**src/rtl/telem_decoder.sv**
```systemverilog
// eBike telemetry stream decoder: hunts for the delimiter pair, reassembles three
// 12-bit fields, and reports good frames, aborted frames and running counts.
module telem_decoder #(
  parameter int unsigned TIMEOUT = 65536,
  parameter logic [7:0]  DELIM1  = 8'hAA,
  parameter logic [7:0]  DELIM2  = 8'h55
) (
  input  logic        clk,
  input  logic        rst_n,
  input  logic [7:0]  rx_data,
  input  logic        rdy,
  output logic        clr_rdy,
  output logic [11:0] batt,
  output logic [11:0] curr,
  output logic [11:0] torque,
  output logic        vld,
  output logic        frm_err,
  output logic [15:0] frm_cnt,
  output logic [7:0]  err_cnt,
  output logic        busy
);

  localparam int unsigned TW = (TIMEOUT > 2) ? $clog2(TIMEOUT) : 1;
  localparam logic [TW-1:0] TMAX = TW'(TIMEOUT - 1);

  typedef enum logic [2:0] {HUNT1, HUNT2, BH, BL, CH, CL, TH, TL} state_t;

  state_t        state, state_n;
  logic [TW-1:0] tcnt;
  logic [11:0]   sh_b, sh_c, sh_t;
  logic          tmo, abort, done, nib_ok;

  assign clr_rdy = rdy;
  assign busy    = (state != HUNT1);
  assign nib_ok  = (rx_data[7:4] == 4'h0);
  // An accepted byte in the same cycle always beats the timeout.
  assign tmo     = (state != HUNT1) && !rdy && (tcnt == TMAX);

  always_ff @(posedge clk or negedge rst_n) begin
    if (!rst_n) state <= HUNT1;
    else        state <= state_n;
  end

  always_comb begin
    state_n = state;
    abort   = 1'b0;
    done    = 1'b0;
    if (rdy) begin
      unique case (state)
        HUNT1: if (rx_data == DELIM1) state_n = HUNT2;
        HUNT2: begin
          if (rx_data == DELIM2)      state_n = BH;
          else if (rx_data == DELIM1) state_n = HUNT2;
          else                        state_n = HUNT1;
        end
        BH: if (nib_ok) state_n = BL; else begin state_n = HUNT1; abort = 1'b1; end
        CH: if (nib_ok) state_n = CL; else begin state_n = HUNT1; abort = 1'b1; end
        TH: if (nib_ok) state_n = TL; else begin state_n = HUNT1; abort = 1'b1; end
        BL: state_n = CH;
        CL: state_n = TH;
        TL: begin state_n = HUNT1; done = 1'b1; end
        default: state_n = HUNT1;
      endcase
    end else if (tmo) begin
      // HUNT2 stalls fall back to hunting silently; mid-frame stalls are errors.
      state_n = HUNT1;
      abort   = (state != HUNT2);
    end
  end

  always_ff @(posedge clk or negedge rst_n) begin
    if (!rst_n) begin
      tcnt    <= '0;
      sh_b    <= '0;
      sh_c    <= '0;
      sh_t    <= '0;
      batt    <= '0;
      curr    <= '0;
      torque  <= '0;
      vld     <= 1'b0;
      frm_err <= 1'b0;
      frm_cnt <= '0;
      err_cnt <= '0;
    end else begin
      vld     <= done;
      frm_err <= abort;
      if (rdy || state == HUNT1 || tmo) tcnt <= '0;
      else                              tcnt <= tcnt + 1'b1;
      if (rdy) begin
        unique case (state)
          BH: if (nib_ok) sh_b[11:8] <= rx_data[3:0];
          CH: if (nib_ok) sh_c[11:8] <= rx_data[3:0];
          TH: if (nib_ok) sh_t[11:8] <= rx_data[3:0];
          BL: sh_b[7:0] <= rx_data;
          CL: sh_c[7:0] <= rx_data;
          TL: sh_t[7:0] <= rx_data;
          default: ;
        endcase
      end
      if (done) begin
        batt    <= sh_b;
        curr    <= sh_c;
        torque  <= {sh_t[11:8], rx_data};
        frm_cnt <= frm_cnt + 16'd1;
      end
      if (abort && err_cnt != '1) err_cnt <= err_cnt + 8'd1;
    end
  end

endmodule
```
**config.mk**
```make
export PLATFORM = sky130hd
export DESIGN_NAME = telem_decoder
export DESIGN_NICKNAME = d
export VERILOG_FILES = /design/src/rtl/telem_decoder.sv
export SDC_FILE = /design/constraint.sdc
export NUM_CORES = 1
export LEC_CHECK = 0
export ABC_AREA = 0
export BUFFER_PORTS_ARGS = -buffer_cell sky130_fd_sc_hd__buf_2
export CAP_MARGIN = 15
export CORE_AREA = 2 2 129 81
export DETAILED_ROUTE_END_ITERATION = 8
export DIE_AREA = 0 0 131 83
export GPL_ROUTABILITY_DRIVEN = 0
export PLACE_DENSITY = 0.73
export SLEW_MARGIN = 30
export SYNTH_ARGS = -nofsm -noshare
export SYNTH_HDL_FRONTEND = slang
export SYNTH_SLANG_ARGS = --single-unit
export TNS_END_PERCENT = 1
```
**constraint.sdc**
```tcl
create_clock -name clk -period 2.41 [get_ports clk]
set_input_delay 0.241 -clock clk [delete_from_list [all_inputs] [get_ports clk]]
set_output_delay 0.241 -clock clk [all_outputs]
set_load 0.005 [all_outputs]
```
[Word-level counts from Yosys, hierarchy flattened]
Index checks and enable logic that the tools add are counted.
Storage, ports and cells
  logic and storage cells: 63
  register bits: 109
  output and inout bits: 64
Operators by class
  add/subtract/negate cells: 3
  eq/ne operators: 13
  mux-type cells: 16
  reductions and logical operators: 17
Operators by type and width (number)
  $add 16x1->16 const B: 2
  $pmux 3 s8: 1
  $eq 16x16->1 const B: 1
  $mux 16: 1
  $mux 3: 5
  $eq 3x3->1 const B: 4
  $reduce_and 3->1: 3
  $add 8x1->8 const B: 1
  $eq 8x7->1 const B: 1
  $eq 8x8->1 const B: 1
  $ne 8x8->1 const B: 1
  $mux 1: 7
  $eq 3x2->1 const B: 2
  $reduce_and 2->1: 3
  $logic_not 4->1: 1
  $mux 2: 2
  $eq 3x1->1 const B: 1
  $logic_and 1x1->1: 3
  $logic_not 3->1: 1
  $ne 3x1->1 const B: 1
  $ne 3x3->1 const B: 1
  $reduce_bool 3->1: 1
  $reduce_or 3->1: 1
  $logic_or 1x1->1: 2
  other kinds (2): 2

[Longest topological paths before layout]
Gate-level depths: netlist of the first run.
  depth after elaboration: 6
  gate-level depth with buffers: 7

[Least setup slack after synthesis of the first run]
No wires, ideal clock.
  kind: reg-to-reg
  start point: reg tcnt[0]
  end point: reg err_cnt[6]
  cell stages (with the launch flop): 8
  path slack: 0.634 ns
  setup time: 0.127 ns
  arrival: 1.648 ns
  path buffers: 0
  required time: 2.283 ns
  cell sequence: dfrtp_1 > ha_1 > nand3_2 > nor3_4 > a31oi_4 > inv_4 > nand4_2 > mux2_1
On the way
  cells in the longest elaborated chain, start to end: 5
Ends and longest elaborated chain
  start: declaration: RTL line 29  | logic [TW-1:0] tcnt;
  start signal: assignment: RTL line 88  | else tcnt <= tcnt + 1'b1;
  $eq 16x16->1: RTL line 37  | assign tmo = (state != HUNT1) && !rdy && (tcnt == TMAX);
  $logic_and 1x1->1: RTL line 37
  $mux 1: RTL line 64  | end else if (tmo) begin
  $mux 1: RTL line 48  | if (rdy) begin
  net abort: RTL line 31  | logic tmo, abort, done, nib_ok;
  $logic_and 1x1->1: RTL line 106  | if (abort && err_cnt != '1) err_cnt <= err_cnt + 8'd1;
  end signal: assignment: RTL line 106
  end: declaration: RTL line 19  | output logic [7:0] err_cnt,
The timed path passes the listed nets, and every way through them passes these cells.
A chain may end at the register's enable or synchronous reset.

[Final worst setup path of the first run]
  start point: reg tcnt[0]
  end point: reg tcnt[15]
On the way
  cells in the longest elaborated chain, start to end: 4
  elaborated cells on any way between the ends: 5
Ends and longest elaborated chain
  parallel branches: the longest is 3 deep, another holds $add 16x1->16
  $mux 16 (*): RTL line 87  | if (rdy || state == HUNT1 || tmo) tcnt <= '0;
Mark *: on every way between the ends.

==> results of run 1 <==
-- worst max-delay path, delay by kind of cell, from the launching register on --
| family | cells | cell delay [ps] |
|---|---|---|
| and+or+nand+nor | 4 | 1050 |
| adders and majority gates | 1 | 230 |
| AOI/OAI and AO/OA | 1 | 220 |
| DFF | 1 | 390 |
-- state kept, by name, indices dropped and copies added (netlist names) --
register  flops
batt         12
curr         12
err_cnt       8
frm_cnt      16
frm_err       1
sh_b         12
sh_c         12
sh_t          4
state         3
tcnt         16
torque       12
vld           1
-- metrics by stage --
step	cells	hold slack, ps	util, %	instance area, sq um
2_1_floorplan	417	-54.6	-	4570
3_3_place_gp	616	203	52.9	5100
3_5_place_dp	616	217	52.9	5100
4_1_cts	632	165	56.0	5390
5_1_grt	632	163	56.0	5390
6_report	632	173	56.0	5390
-- placed cells by master (no fill, tap or decap), drive strengths merged, types with 3 or more instances in the layout --
master  count
xor2       12
and4        3
ha          3
nor4        4
and3        8
a21oi       3
nor3        7
nand2     127
dfrtp     109
mux2       30
a31oi       3
clkbuf     12
xnor2      21
nand3      14
nand4       7
nor2       25
inv         6
buf        79
-- where the power goes --
| part | internal (mW) | switching, mW |
|---|---|---|
| clock network | 0.778 | 0.633 |
| registers | 1.83 | 0.00416 |
| logic | 0.0199 | 0.0636 |
-- what timing repair did --
action	4_1_cts	5_1_grt
endpoints found under the hold margin	31	0
setup endpoints to repair	0	0
hold buffers	1	0
gates resized for setup	0	0
-- final cells by class --
cell class                      instances  area share (%)
Sequential cell                       109            50.6
Clock inverter                          3           0.371
Inverter                                6           0.464
Timing Repair Buffer                   80            8.03
Multi-Input combinational cell        287            32.5
Clock buffer                           12            4.94
Tap cell                              135            3.13
-- layer usage --
metal,vias to the layer above,wire [microns]
li1,1533,-
met3,11,546
met5,-,0
met4,0,98
met1,1590,4640
met2,94,4150
-- path summary, 6_finish.rpt --
check | slack [ps] | to | cells after the start | startpoint
worst max-delay path | 370 | tcnt[15] | 6 | tcnt[0]
worst min-delay path | 170 | torque[7] | 3 | rx_data[7]
worst max register to register | 370 | tcnt[15] | 6 | tcnt[0]
worst min register to register | 460 | frm_cnt[15] | 1 | frm_cnt[15]
max in group asynchronous | 1330 | frm_cnt[1] | 3 | rst_n
min in group asynchronous | 380 | frm_err | 2 | rst_n
-- cells by family after synthesis --
kind of cell	synth area share, %
xor gates and xnor gates	6.32
buffers and inverters	2.03
muxes	7.69
and+or+nand+nor	21.0
AOI/OAI and AO/OA	2.46
adders and majority gates	0.821
DFF	59.7
==> flow_summary.ini, run 1 <==
[outcome]
status = finished clean

[yosys]
ys_ff_latch = 109
syn_nets = 431
ys_top_cells_by_area = dfrtp_1 (60%), nand2_1 (10%), mux2_2 (6.9%)
synth_top_cell_by_area = dfrtp_1
async_flop_share_pct = 100
syn_area_per_cell_sq_um = 11.0
ys.flop_type = dfrtp_1
synth_top_area_share_pct = 59.7
synth_edf_count = 0
yosys_warnings = 0
synthCells = 417
synth.most_common_cell = nand2_1
ys_seq_area_share_pct = 59.7
post_synth_num_cell_types = 46
synth_area_sq_um = 4570
synth_common_cells = nand2_1 (127), dfrtp_1 (109), mux2_2 (28)

[sta]
fin_crit_sh_pct = 84.5
finalSetupViolCount = 0
finalSetupTns_ps = 0
setup_slack_ps = 374
skew_ps = 6.44
maxSlewViolCount = 0
slew_headroom_pct = 60.7
finalHoldViolations = 0
min_period_ps = 2040
max_freq_mhz = 491
rsz0062_at_grt = false
tightest_slew_ps = 584

[global_routing]
use_met1_pct = 27.1
grt_util_all_layers_pct = 18.7
antenna_found_initial = 0
grt_pass1_vias = 3251
busiest_layer = met1
grt_util_met2_pct = 26.9
grt_pass1_wl_microns = 15900
use_met3_pct = 5.61
grt_max_degree = 53
grt_remaining_overflow = 0

[setup_path]
cpMaxStageDelayCell = nand2_1
slowest_delay_ps = 430
path_class = flop to flop
crit_fanout = 15
critPathArrivalTime_ps = 2250
critPathLaunchType = flop
worstPathRequired_ps = 2620
crit_path_end_kind = flop
cp_cell_sequence = ha_1 > nand3_2 > nor3_4 > a21oi_1 > nand2_1 > nor2_1

[floorplan]
start_util_pct = 47.5
dieWidth_microns = 131
ios = 75
rows = 28
die_y_microns = 83
core_sq_um = 9630
die-area_sq_um = 10900

[detailed_routing]
first_iter_violations = 268
avgViaCountPerCell = 5.11
drcViolationCount = 0
first_pass_iters = 4
ant_nets = 0
wirelength_microns = 9440
wl_per_cell_microns = 14.9
vias = 3228

[run]
cap_viol_max_count = 0

[clocking]
root_buffer = clkbuf_16
cts_tree = yes
post-cts-setup-buffer-count = 0
clock-sinks = 109
clk_pin_slew_ps = 70
cts_buffer_depth = 2
cts_buffers = 9
clock_latency_ps = 350
htreeDepth = 3

[placement]
numPortBuffers = 74
pre_cts_slack_ps = 373
dp_hpwl_microns = 6620

[final_layout]
syn2layout_area_growth_pct = 18.0
nFillCells = 806
multi_input_area_sq_um = 1750
drive_above_1_share_pct = 27.2
diodes = 0
final-seq-area_sq_um = 2730
fin_nets = 507

[power]
ir_worst_vdd_mv = 0.371
power.density_nw_per_um2 = 618
power_mw = 3.33
p_leak_nw = 2.92

[worst_hold_path]
hp-class = input port to flop
No activity file was read; power rests on OpenSTA's default activity.
==> run 2, diff against run 1 <==
--- a/config.mk
+++ b/config.mk
@@ -5,14 +5,14 @@
 export SDC_FILE = /design/constraint.sdc
 export NUM_CORES = 1
 export LEC_CHECK = 0
-export ABC_AREA = 0
+export ABC_AREA = 1
 export BUFFER_PORTS_ARGS = -buffer_cell sky130_fd_sc_hd__buf_2
 export CAP_MARGIN = 15
-export CORE_AREA = 2 2 129 81
+export CORE_AREA = 2 2 131 82
 export DETAILED_ROUTE_END_ITERATION = 8
-export DIE_AREA = 0 0 131 83
+export DIE_AREA = 0 0 133 84
 export GPL_ROUTABILITY_DRIVEN = 0
-export PLACE_DENSITY = 0.73
+export PLACE_DENSITY = 0.72
 export SLEW_MARGIN = 30
 export SYNTH_ARGS = -nofsm -noshare
 export SYNTH_HDL_FRONTEND = slang
==> constraint.sdc (replaced) <==
create_clock -name clk -period 2.05 [get_ports clk]
set_input_delay 0.205 -clock clk [delete_from_list [all_inputs] [get_ports clk]]
set_output_delay 0.205 -clock clk [all_outputs]
set_load 0.005 [all_outputs]
==> run 2 against run 1 <==
Final cell count rose by 19%; combinational power rose to 4.1 times the previous value; sequential share of layout area fell by 1.6 points; power rose by 38%; area after synthesis rose by 2.5%; core utilization fell by 0.91 points; clock skew rose by 3.2 ps; synthesized cell count rose by 27%; clock-buffer cell count fell by 1; wire length rose by 10%; maximum frequency rose by 19%; clock power rose by 38%; critical endpoint is now err_cnt[1]; highest routed layer unchanged.
==> flow_summary.ini, run 2 <==
[outcome]
status = finished clean

[detailed_routing]
ant_nets = 0
avgViaCountPerCell = 4.98
first_pass_iters = 4
wl_per_cell_microns = 13.8
first_iter_violations = 259
drcViolationCount = 0
wirelength_microns = 10400
vias = 3749

[setup_path]
crit_family = simple AND/OR/NAND/NOR gates
critPathArrivalTime_ps = 1950
cp_cell_sequence = ha_1 > nand2_1 > nor2_1 > nand2_2 > nor2_4 > nand3_2 > nand2_4 > nand2_4 > nand2_1 > nand2_1
critPathLaunchType = flop
crit_path_end_kind = flop
slowest_delay_ps = 370
path_class = flop to flop
reg2reg_depth = 10
worstPathRequired_ps = 2290
crit_buf_inv = 0
crit_fanout = 10
r2r_end = err_cnt[1]
ff2ff_setup_slack_ps = 340
r2r_start = tcnt[0]
crit_top_cell = nand2_1
cpMaxStageDelayCell = dfrtp_1

[worst_hold_path]
hp-class = input port to flop
min_to = sh_b[7]
min_path_cells = 3
hp-start = rx_data[7]

[sta]
fin_crit_sh_pct = 83.3
rsz0062_at_grt = false
setup_slack_ps = 343
maxSlewViolCount = 0
finalSetupViolCount = 0
skew_ps = 9.64
finalSetupTns_ps = 0
max_freq_mhz = 586
min_period_ps = 1710
hold-worst-slack_ps = 177
tightest_slew_ps = 708
finalHoldViolations = 0
slew_headroom_pct = 52.7

[power]
p_int_mw = 3.50
ir_worst_vdd_mv = 0.501
seqPwrFrac_pct = 50.3
clkPwrFrac_pct = 42.3
p_comb_share_pct = 7.4
netSwitchingFraction_pct = 24.0
p_leak_nw = 3.04
power.density_nw_per_um2 = 827
p_switching_mw = 1.11

[final_layout]
final_cells = 753
final_area_sq_um = 5570
diodes = 0
drive_above_1_share_pct = 18.2
syn2layout_area_growth_pct = 19.0
final_common_cell = nand2_1
fin_nets = 623
most-common-layout-cells = nand2_1 (197), dfrtp_1 (109), buf_2 (73), o21ai_0 (41), inv_1 (39)
largestRegisters = frm_cnt x16, tcnt x16
nFillCells = 921

[yosys]
synth_area_sq_um = 4680
ys_seq_area_share_pct = 58.2
synth_edf_count = 0
post_synth_num_cell_types = 30
ys.flop_type = dfrtp_1
synth.most_common_cell = nand2_1
ys_top_cells_by_area = dfrtp_1 (58%), nand2_1 (16%), o21ai_0 (4.4%)
ys_ff_latch = 109
syn_nets = 544
synthCells = 530
synth_top_cell_by_area = dfrtp_1
async_flop_share_pct = 100
syn_area_per_cell_sq_um = 8.84
synth_top_area_share_pct = 58.2
synth_common_cells = nand2_1 (197), dfrtp_1 (109), o21ai_0 (41)
yosys_warnings = 0

[clocking]
clk_pin_slew_ps = 70
cts_tree = yes
hold_buffers = 1
cts_buffer_depth = 2
clock_latency_ps = 350
htreeDepth = 3
post-cts-setup-buffer-count = 0
clock-sinks = 109
root_buffer = clkbuf_16
cts_buffers = 9
cts_resized = 0

[placement]
numPortBuffers = 74
pre_cts_slack_ps = 357
dp_hpwl_microns = 7540
dpl_cell_area_sq_um = 5230
placed_cells = 736

[floorplan]
ios = 75
core_sq_um = 10100
start_util_pct = 46.3
rows = 29
dieWidth_microns = 133
die_y_microns = 84
die-area_sq_um = 11200

[run]
cap_viol_max_count = 0

[global_routing]
grt_max_degree = 46
grt_remaining_overflow = 0
antenna_found_initial = 0
grt_pass1_wl_microns = 18000
grt_pass1_vias = 3601
grt_util_all_layers_pct = 20.5
[run 2: changes by cell type in the layout (fill, tap and decap cells not counted), sizes merged, moves of 8 or more]
cell	previous run	this run
and3	8	0
inv	6	45
mux2	30	0
nand2	127	202
nand3	14	29
nor2	25	40
o21ai	2	42
xnor2	21	6
[run 2: per-stage QoR]
stage	utilization (%)	total power, mW
after floorplan	-	2.53
after global placement	51.6	2.68
after detailed placement	51.6	2.70
after global routing	55.1	4.78
final	55.1	4.61
after CTS	55.1	4.65
[run 2: worst max-delay path by stage]
| stage | startpoint | to | depth (start not counted) | slack (ps) |
|---|---|---|---|---|
| after floorplan | tcnt[0] | err_cnt[2] | 10 | 530 |
| after detailed placement | tcnt[0] | err_cnt[1] | 10 | 360 |
| after global placement | tcnt[0] | err_cnt[6] | 10 | 430 |
| after global routing | tcnt[0] | err_cnt[1] | 10 | 150 |
| after CTS | tcnt[0] | err_cnt[1] | 10 | 340 |
| final | tcnt[0] | err_cnt[1] | 10 | 340 |
[run 2: layout make-up]
class | count | area (sq um) | area share, %
timing repair buffer | 79 | 425 | 7.63
multi-input combinational | 368 | 1750 | 31.4
tap | 139 | 174 | 3.12
sequential | 109 | 2730 | 48.9
inverter | 42 | 158 | 2.83
clock buffer | 11 | 253 | 4.53
clock inverter | 5 | 86.3 | 1.55
[run 2: per-layer routing]
layer | part of all wire, % | GRT usage (%) | wire (microns) | up-vias
li1 | - | - | - | 1837
met1 | 50 | 30.5 | 5240 | 1800
met2 | 43 | 29.8 | 4490 | 105
met3 | 5.7 | 5.34 | 593 | 7
met4 | 1.0 | 5.77 | 106 | 0
met5 | 0 | 0 | 0 | -
[run 2: cell families after synthesis]
family	share of synthesized area, %
AND/OR/NAND/NOR	26.8
AO/OA/AOI/OAI	5.69
flip-flops	58.2
adder cells (fa/ha/maj)	0.801
XOR/XNOR	4.11
buffers and inverters	4.41
[run 2: worst reg2reg max path, delay by kind of cell (launching register included)]
| family | cells | cell delay (ps) |
|---|---|---|
| DFF | 1 | 370 |
| adders and majority gates | 1 | 180 |
| and+or+nand+nor | 9 | 1030 |
[run 2: power by group through the flow]
stage / Combinational (mW) / Clock (mW) / Sequential, mW
2_1_floorplan: 0.191 / 0 / 2.34
3_3_place_gp: 0.325 / 0 / 2.35
3_5_place_dp: 0.342 / 0 / 2.36
4_1_cts: 0.344 / 1.99 / 2.32
5_1_grt: 0.392 / 2.06 / 2.33
6_report: 0.339 / 1.95 / 2.32
